**src/rtl/ctrl_encode_def.sv**
```systemverilog
`default_nettype none
// ============================================================================
//  Module      : ctrl_encode_def (package)
//  Description : Shared encodings for the multicycle controller: FSM state
//                codes, ALU operation codes, instruction classes and the
//                MIPS opcode/funct values recognised by the decoder.
//  Revision    : 1.0 - initial release
// ============================================================================
package ctrl_encode_def;

    // FSM state codes (4 bits; codes 11-15 unused)
    typedef enum logic [3:0] {
        S_IF  = 4'd0,
        S_ID  = 4'd1,
        S_EXR = 4'd2,
        S_EXI = 4'd3,
        S_MA  = 4'd4,
        S_MR  = 4'd5,
        S_MW  = 4'd6,
        S_WBR = 4'd7,
        S_WBI = 4'd8,
        S_WBM = 4'd9,
        S_BR  = 4'd10
    } state_e;

    // ALU operation codes seen on ALUOp
    typedef enum logic [3:0] {
        ALU_NOP  = 4'd0,
        ALU_ADD  = 4'd1,
        ALU_SUB  = 4'd2,
        ALU_AND  = 4'd3,
        ALU_OR   = 4'd4,
        ALU_SLT  = 4'd5,
        ALU_SLTU = 4'd6,
        ALU_NOR  = 4'd7,
        ALU_SLL  = 4'd8,
        ALU_SRL  = 4'd9,
        ALU_LUI  = 4'd10
    } alu_op_e;

    // Instruction classes: select the path the FSM takes out of ID
    typedef enum logic [2:0] {
        IC_RTYPE   = 3'd0,
        IC_ITYPE   = 3'd1,
        IC_MEM     = 3'd2,
        IC_BRANCH  = 3'd3,
        IC_J       = 3'd4,
        IC_JAL     = 3'd5,
        IC_JR      = 3'd6,
        IC_ILLEGAL = 3'd7
    } instr_class_e;

    // Opcodes
    localparam logic [5:0] c_op_rtype = 6'h00;
    localparam logic [5:0] c_op_j     = 6'h02;
    localparam logic [5:0] c_op_jal   = 6'h03;
    localparam logic [5:0] c_op_beq   = 6'h04;
    localparam logic [5:0] c_op_bne   = 6'h05;
    localparam logic [5:0] c_op_addi  = 6'h08;
    localparam logic [5:0] c_op_slti  = 6'h0a;
    localparam logic [5:0] c_op_andi  = 6'h0c;
    localparam logic [5:0] c_op_ori   = 6'h0d;
    localparam logic [5:0] c_op_lui   = 6'h0f;
    localparam logic [5:0] c_op_lw    = 6'h23;
    localparam logic [5:0] c_op_sw    = 6'h2b;

    // R-type funct codes
    localparam logic [5:0] c_fn_sll  = 6'h00;
    localparam logic [5:0] c_fn_srl  = 6'h02;
    localparam logic [5:0] c_fn_jr   = 6'h08;
    localparam logic [5:0] c_fn_add  = 6'h20;
    localparam logic [5:0] c_fn_addu = 6'h21;
    localparam logic [5:0] c_fn_sub  = 6'h22;
    localparam logic [5:0] c_fn_subu = 6'h23;
    localparam logic [5:0] c_fn_and  = 6'h24;
    localparam logic [5:0] c_fn_or   = 6'h25;
    localparam logic [5:0] c_fn_nor  = 6'h27;
    localparam logic [5:0] c_fn_slt  = 6'h2a;
    localparam logic [5:0] c_fn_sltu = 6'h2b;

endpackage
`default_nettype wire

```
**src/rtl/alu_dec.sv**
```systemverilog
`default_nettype none
// ============================================================================
//  Module      : alu_dec
//  Description : Purely combinational instruction decoder. Maps Op/Funct to
//                the ALU operation, immediate extension mode, an illegal
//                flag and the instruction class used by the FSM.
//  Revision    : 1.0 - initial release
//  Ports       : Op, Funct      - instruction fields
//                ALUOp          - ALU operation for the execute states
//                EXTOp          - 1 = sign extend, 0 = zero extend
//                Illegal        - unsupported Op/Funct
//                instr_class    - control path selector for the FSM
//                is_shift       - sll/srl (ALU A from shamt)
//                is_load        - lw (vs sw) for the memory path
//                is_bne         - bne (vs beq) for the branch path
// ============================================================================
module alu_dec
    import ctrl_encode_def::*;
(
    input  logic [5:0]   Op,
    input  logic [5:0]   Funct,
    output alu_op_e      ALUOp,
    output logic         EXTOp,
    output logic         Illegal,
    output instr_class_e instr_class,
    output logic         is_shift,
    output logic         is_load,
    output logic         is_bne
);

    always_comb begin
        ALUOp       = ALU_NOP;
        EXTOp       = 1'b1;
        instr_class = IC_ILLEGAL;
        is_shift    = 1'b0;
        is_load     = 1'b0;
        is_bne      = 1'b0;

        case (Op)
            c_op_rtype: begin
                instr_class = IC_RTYPE;
                case (Funct)
                    c_fn_add, c_fn_addu: ALUOp = ALU_ADD;
                    c_fn_sub, c_fn_subu: ALUOp = ALU_SUB;
                    c_fn_and:            ALUOp = ALU_AND;
                    c_fn_or:             ALUOp = ALU_OR;
                    c_fn_nor:            ALUOp = ALU_NOR;
                    c_fn_slt:            ALUOp = ALU_SLT;
                    c_fn_sltu:           ALUOp = ALU_SLTU;
                    c_fn_sll: begin
                        ALUOp    = ALU_SLL;
                        is_shift = 1'b1;
                    end
                    c_fn_srl: begin
                        ALUOp    = ALU_SRL;
                        is_shift = 1'b1;
                    end
                    c_fn_jr:             instr_class = IC_JR;
                    default:             instr_class = IC_ILLEGAL;
                endcase
            end
            c_op_addi: begin
                instr_class = IC_ITYPE;
                ALUOp       = ALU_ADD;
            end
            c_op_slti: begin
                instr_class = IC_ITYPE;
                ALUOp       = ALU_SLT;
            end
            c_op_andi: begin
                instr_class = IC_ITYPE;
                ALUOp       = ALU_AND;
                EXTOp       = 1'b0;
            end
            c_op_ori: begin
                instr_class = IC_ITYPE;
                ALUOp       = ALU_OR;
                EXTOp       = 1'b0;
            end
            c_op_lui: begin
                instr_class = IC_ITYPE;
                ALUOp       = ALU_LUI;
            end
            c_op_lw: begin
                instr_class = IC_MEM;
                ALUOp       = ALU_ADD;
                is_load     = 1'b1;
            end
            c_op_sw: begin
                instr_class = IC_MEM;
                ALUOp       = ALU_ADD;
            end
            c_op_beq: begin
                instr_class = IC_BRANCH;
                ALUOp       = ALU_SUB;
            end
            c_op_bne: begin
                instr_class = IC_BRANCH;
                ALUOp       = ALU_SUB;
                is_bne      = 1'b1;
            end
            c_op_j:   instr_class = IC_J;
            c_op_jal: instr_class = IC_JAL;
            default:  instr_class = IC_ILLEGAL;
        endcase

        Illegal = (instr_class == IC_ILLEGAL);
    end

endmodule
`default_nettype wire

```
**src/rtl/mc_ctrl.sv**
```systemverilog
`default_nettype none
// ============================================================================
//  Module      : mc_ctrl
//  Description : Multicycle MIPS-style controller. An 11-state FSM sequences
//                fetch, decode, execute, memory and write-back; datapath
//                controls are decoded combinationally from the current state,
//                the instruction fields, Zero and MemAck.
//  Revision    : 1.0 - initial release
//  Ports       : clk, rstn (async, active-low)
//                Op, Funct, Zero, MemAck                     - inputs
//                MemReq, MemWrite, IorD                      - memory side
//                IRWrite, PCWrite, PCSource                  - IR / PC
//                RegWrite, RegDst, WDSel                     - register file
//                ALUSrcA, ALUSrcB, ALUOp, EXTOp              - ALU / extender
//                Illegal, State                              - status / debug
// ============================================================================
module mc_ctrl
    import ctrl_encode_def::*;
(
    input  logic       clk,
    input  logic       rstn,
    input  logic [5:0] Op,
    input  logic [5:0] Funct,
    input  logic       Zero,
    input  logic       MemAck,
    output logic       MemReq,
    output logic       MemWrite,
    output logic       IorD,
    output logic       IRWrite,
    output logic       PCWrite,
    output logic [1:0] PCSource,
    output logic       RegWrite,
    output logic [1:0] RegDst,
    output logic [1:0] WDSel,
    output logic [1:0] ALUSrcA,
    output logic [1:0] ALUSrcB,
    output logic [3:0] ALUOp,
    output logic       EXTOp,
    output logic       Illegal,
    output logic [3:0] State
);

    state_e       r_state;
    alu_op_e      w_alu_op;
    logic         w_ext_op;
    logic         w_illegal;
    instr_class_e w_class;
    logic         w_is_shift;
    logic         w_is_load;
    logic         w_is_bne;

    alu_dec u_alu_dec (
        .Op          (Op),
        .Funct       (Funct),
        .ALUOp       (w_alu_op),
        .EXTOp       (w_ext_op),
        .Illegal     (w_illegal),
        .instr_class (w_class),
        .is_shift    (w_is_shift),
        .is_load     (w_is_load),
        .is_bne      (w_is_bne)
    );

    assign State = r_state;

    // ------------------------------------------------------------------
    // State register and next-state logic
    // ------------------------------------------------------------------
    always_ff @(posedge clk or negedge rstn) begin
        if (!rstn) begin
            r_state <= S_IF;
        end else begin
            case (r_state)
                S_IF:  if (MemAck) r_state <= S_ID;
                S_ID: begin
                    case (w_class)
                        IC_RTYPE:  r_state <= S_EXR;
                        IC_ITYPE:  r_state <= S_EXI;
                        IC_MEM:    r_state <= S_MA;
                        IC_BRANCH: r_state <= S_BR;
                        // jumps complete in ID; illegal ops are dropped
                        default:   r_state <= S_IF;
                    endcase
                end
                S_EXR: r_state <= S_WBR;
                S_EXI: r_state <= S_WBI;
                S_MA:  r_state <= w_is_load ? S_MR : S_MW;
                S_MR:  if (MemAck) r_state <= S_WBM;
                S_MW:  if (MemAck) r_state <= S_IF;
                S_WBR, S_WBI, S_WBM, S_BR: r_state <= S_IF;
                // unused codes fall back to fetch
                default: r_state <= S_IF;
            endcase
        end
    end

    // ------------------------------------------------------------------
    // Control outputs. Everything is held at 0 while rstn is low so that
    // an aborted access cannot leave a request or write enable asserted.
    // ------------------------------------------------------------------
    always_comb begin
        MemReq   = 1'b0;
        MemWrite = 1'b0;
        IorD     = 1'b0;
        IRWrite  = 1'b0;
        PCWrite  = 1'b0;
        PCSource = 2'd0;
        RegWrite = 1'b0;
        RegDst   = 2'd0;
        WDSel    = 2'd0;
        ALUSrcA  = 2'd0;
        ALUSrcB  = 2'd0;
        ALUOp    = ALU_NOP;
        EXTOp    = 1'b0;
        Illegal  = 1'b0;

        if (rstn) begin
            case (r_state)
                S_IF: begin
                    // PC + 4 computed in parallel with the fetch
                    MemReq  = 1'b1;
                    ALUSrcB = 2'd1;
                    ALUOp   = ALU_ADD;
                    if (MemAck) begin
                        IRWrite = 1'b1;
                        PCWrite = 1'b1;
                    end
                end
                S_ID: begin
                    // Branch target (PC + (sext imm << 2)) lands in ALUOut
                    ALUSrcB = 2'd3;
                    ALUOp   = ALU_ADD;
                    EXTOp   = 1'b1;
                    case (w_class)
                        IC_J: begin
                            PCWrite  = 1'b1;
                            PCSource = 2'd2;
                        end
                        IC_JAL: begin
                            PCWrite  = 1'b1;
                            PCSource = 2'd2;
                            RegWrite = 1'b1;
                            RegDst   = 2'd2;
                            WDSel    = 2'd2;
                        end
                        IC_JR: begin
                            PCWrite  = 1'b1;
                            PCSource = 2'd3;
                        end
                        default: ;
                    endcase
                    Illegal = w_illegal;
                end
                S_EXR: begin
                    ALUSrcA = w_is_shift ? 2'd2 : 2'd1;
                    ALUSrcB = 2'd0;
                    ALUOp   = w_alu_op;
                end
                S_EXI: begin
                    ALUSrcA = 2'd1;
                    ALUSrcB = 2'd2;
                    ALUOp   = w_alu_op;
                    EXTOp   = w_ext_op;
                end
                S_MA: begin
                    ALUSrcA = 2'd1;
                    ALUSrcB = 2'd2;
                    ALUOp   = ALU_ADD;
                    EXTOp   = 1'b1;
                end
                S_MR: begin
                    MemReq = 1'b1;
                    IorD   = 1'b1;
                end
                S_MW: begin
                    MemReq   = 1'b1;
                    MemWrite = 1'b1;
                    IorD     = 1'b1;
                end
                S_WBR: begin
                    RegWrite = 1'b1;
                    RegDst   = 2'd1;
                end
                S_WBI: begin
                    RegWrite = 1'b1;
                end
                S_WBM: begin
                    RegWrite = 1'b1;
                    WDSel    = 2'd1;
                end
                S_BR: begin
                    ALUSrcA  = 2'd1;
                    ALUOp    = ALU_SUB;
                    PCSource = 2'd1;
                    PCWrite  = w_is_bne ? ~Zero : Zero;
                end
                default: ;
            endcase
        end
    end

endmodule
`default_nettype wire

```
**config.mk**
```make
export PLATFORM = sky130hd
export DESIGN_NAME = mc_ctrl
export DESIGN_NICKNAME = d
export VERILOG_FILES = /design/src/rtl/ctrl_encode_def.sv /design/src/rtl/alu_dec.sv /design/src/rtl/mc_ctrl.sv
export SDC_FILE = /design/constraint.sdc
export NUM_CORES = 1
export LEC_CHECK = 0
export CELL_PAD_IN_SITES_DETAIL_PLACEMENT = 1
export CELL_PAD_IN_SITES_GLOBAL_PLACEMENT = 2
export CORE_UTILIZATION = 24
export DETAILED_ROUTE_END_ITERATION = 10
export GPL_ROUTABILITY_DRIVEN = 0
export PLACE_DENSITY_LB_ADDON = 0.1
export SYNTH_ARGS = -nofsm -noshare
export SYNTH_HDL_FRONTEND = slang
export SYNTH_SLANG_ARGS = --single-unit
```
**constraint.sdc**
```tcl
create_clock -name clk -period 5.7 [get_ports clk]
set_input_delay 1.425 -clock clk [delete_from_list [all_inputs] [get_ports clk]]
set_output_delay 1.425 -clock clk [all_outputs]
set_load 0.005 [all_outputs]
```
==> impl_results.md <==
* Run status: completed
* Hold_buf cts at 0
* Synth Area in Simple Gates at 44.4%
* Fillers at 510
* Slowest stage delay, CP at 0.67 ns
* Clock sinks at 4
* Setup violators final at 0
* Post-synth top flop: dfrtp_1
* Worst-Margin Slew at 0.703 ns
* Die height at 68.6 um
* ANT cells at 0
* Gr usage total at 18.8%
* Power per Cell Area at 312 mW/mm^2
* Post-synthesis cell type count at 53
* Hold EP: State[1]
* Synth area leaders: dfrtp_1 (9.4%), nor2_1 (6.7%), nand2_1 (6.4%)
* Crit. End Element: primary output
* CP required at 4.28 ns
* Post_cts resized at 0
* Hold Path Stages at 1
* Slew Viols, Final at 0
* Antenna viol nets, final at 0
* Slew HR at 53.1%
* Hold_sp: State[0]
* IO Port Bufs at 41
* Setup bufs post-CTS at 0
* First-pass GRT wire length at 6790 um
* Post-synth ARST share at 100%
* Vias in the first global route at 1370
* Synthesized netlist net count at 181
* Root Driver: clkbuf_8
* R2r setup slk at 4.01 ns
* Num CTS Buffers at 3
* RR Startpoint: State[2]
* Routed length per instance at 16.5 um
* Total iterations of the first detailed-routing run at 4
* Pre-CTS setup slack at 0.218 ns
* Max-Cap Viols at 0
* Nets at 218
* Fin worst setup slack at 0.267 ns
* Synthesized area per cell at 6.45 um^2
* Largest net degree at the start of global routing at 24
* Clk pin slew, worst setup/hold paths at 0.03 ns
* Initial Util at 25.8%
* Yosys top cell area share at 9.41%
* Capturing point of the worst reg2reg path: State[3]
* VDD IR-drop max at 225 uV
* Shortest period the worst path allows at 5.43 ns
* Die span in x at 68.6 um
* Largest family of logic cells by synthesized area: simple AND/OR/NAND/NOR gates
* CTS max path bufs at 2
* Post-Route Skew at 0.00342 ns
* Cells along the critical path: clkdlybuf4s50_1 -> inv_1 -> or4_4 -> a21oi_4 -> nand3_1 -> a211oi_1 -> clkdlybuf4s50_1
* Synth Warn # at 0
* Final hold violations at 0
* CP most frequent cell: clkdlybuf4s50_1
* Critical setup path kind: input port to primary output
* Leakage power at 0.514 nW
* CTS tree: done
* Synth Area in Compound Gates at 36.0%
* Share of post-route cells with drive strength above 1 at 6.00%
* Hold Crit Class: flop to flop
* Placed Area at 0.00150 mm^2
* Post-synthesis adder-cell area fraction at 0%
* Detailed Route Iter0 Violations at 88
* Period utilisation layout at 95.3%
* Final Cell Area at 0.00154 mm^2
* F_max at 184 MHz
* Rows at 23
* CP delay by family, top: buffers and inverters
* Largest register FFs at 4
* Synthesized cell area at 0.00106 mm^2
* Skew-Pair Late Insertion Delay at 0.21 ns
* Antenna violations before repair at 0
* Die area at 0.00470 mm^2
* R2r worst-path depth at 3
* Mux cell area share after synthesis at 0.941%
* EDFF count, synth at 0
* Routed wire length at 4120 um
* Yosys top cell by area: dfrtp_1
* Worst path bufs/invs at 3
* H-Tree Level Count at 1
* RSZ-0062 raised after global routing: false
* Boundary Pins at 42
* Share of the yosys chip area belonging to registers at 9.41%
* DRC viols at 0
* Setup TNS at 0 ns
* DP HPWL at 3190 um
* CORE AREA at 0.00412 mm^2
* Area growth syn-to-layout at 45.1%
* Vias after detailed routing at 1387
* Worst endpoint data arrival time at 4.01 ns
* Gr ovfl total at 0
* Synth Area in XOR/XNOR at 2.47%
* DR vias/cell at 5.55
* Yosys reg bits at 4
* Crit-path slowest cell: clkdlybuf4s50_1
* Final hold slack at 0.803 ns
* Syn Inst Count at 165
* Critical Path Fanout Max at 11
* Critical path startpoint category: input port
## layout by cell type (no fill, tap or decap), types with 4 or more instances in the layout
cell type and n:
clkdlybuf4s50_1 41, nor2_1 19, nand2_1 18, a21oi_1 11, nor2b_1 8, nor3_1 8
o21ai_0 7, inv_1 6, dfrtp_1 4, nand4_1 4, nand3_1 4, nor4_1 4
## where the power goes
| group | leakage (nW) | switching (W) | internal [W] | total, W |
|---|---|---|---|---|
| Sequential | 0.0513 | 0.0000620 | 0.0000410 | 0.000103 |
| Combinational | 0.442 | 0.000156 | 0.000164 | 0.000320 |
| Clock | 0.0216 | 0.0000138 | 0.0000450 | 0.0000588 |
| Total | 0.514 | 0.000231 | 0.000250 | 0.000481 |
## how the worst max path moves through the flow
| stage | startpoint | end | slack [ns] | cells past startpoint |
|---|---|---|---|---|
| finish | Op[3] | ALUOp[2] | 0.27 | 7 |
| global route | Op[3] | ALUOp[2] | 0.07 | 7 |
| CTS | Op[3] | ALUOp[2] | 0.22 | 7 |
| global placement | Op[3] | ALUOp[2] | 0.31 | 7 |
| floorplan | Op[1] | WDSel[1] | 1.64 | 7 |
| detailed placement | Op[3] | ALUOp[2] | 0.22 | 7 |
## through the flow
step	power (W)	utilization [%]	instances
after detailed placement	0.000421	36.5	247
final	0.000481	37.5	250
after global routing	0.000526	37.5	250
after floorplan	0.000274	-	165
after global placement	0.000419	36.5	247
after CTS	0.000484	37.5	250
## cell usage after synthesis, types with 3 or more instances
cell type and number:
a211oi_1 3, nor2_1 19, or4_1 3, a21oi_1 11
and3_1 3, clkbuf_1 4, dfrtp_1 4, nor3_1 8
o21ai_1 3, nand3_1 4, nand4_1 4, and2_1 3
o21ai_0 7, nor4_1 4, inv_1 6, a31oi_1 3
nor2b_1 8, buf_2 4, nand2_1 18, xor2_1 3
## logic make-up after synthesis
logic type / after synthesis
DFF: 4
buffers and inverters: 17
muxes: 1
and+or+nand+nor: 87
AOI/OAI and AO/OA: 53
xor gates and xnor gates: 3
## per-layer routing
layer	share of wire [%]	wire (um)	global-route usage, %
met2	44	1810	29.7
met5	0	0	0
met3	4.1	167	1.64
met4	0.73	30	2.86
met1	51	2110	27.7
## cell type report
type	instances	area, um^2	area share (%)
inverter	6	22.5	1.46
clock buffer	3	41.3	2.68
multi-input combinational	144	891	57.7
tap	50	62.6	4.06
timing repair buffer	43	425	27.6
sequential	4	100	6.49
Note: power is estimated with default switching activity, not from simulation.
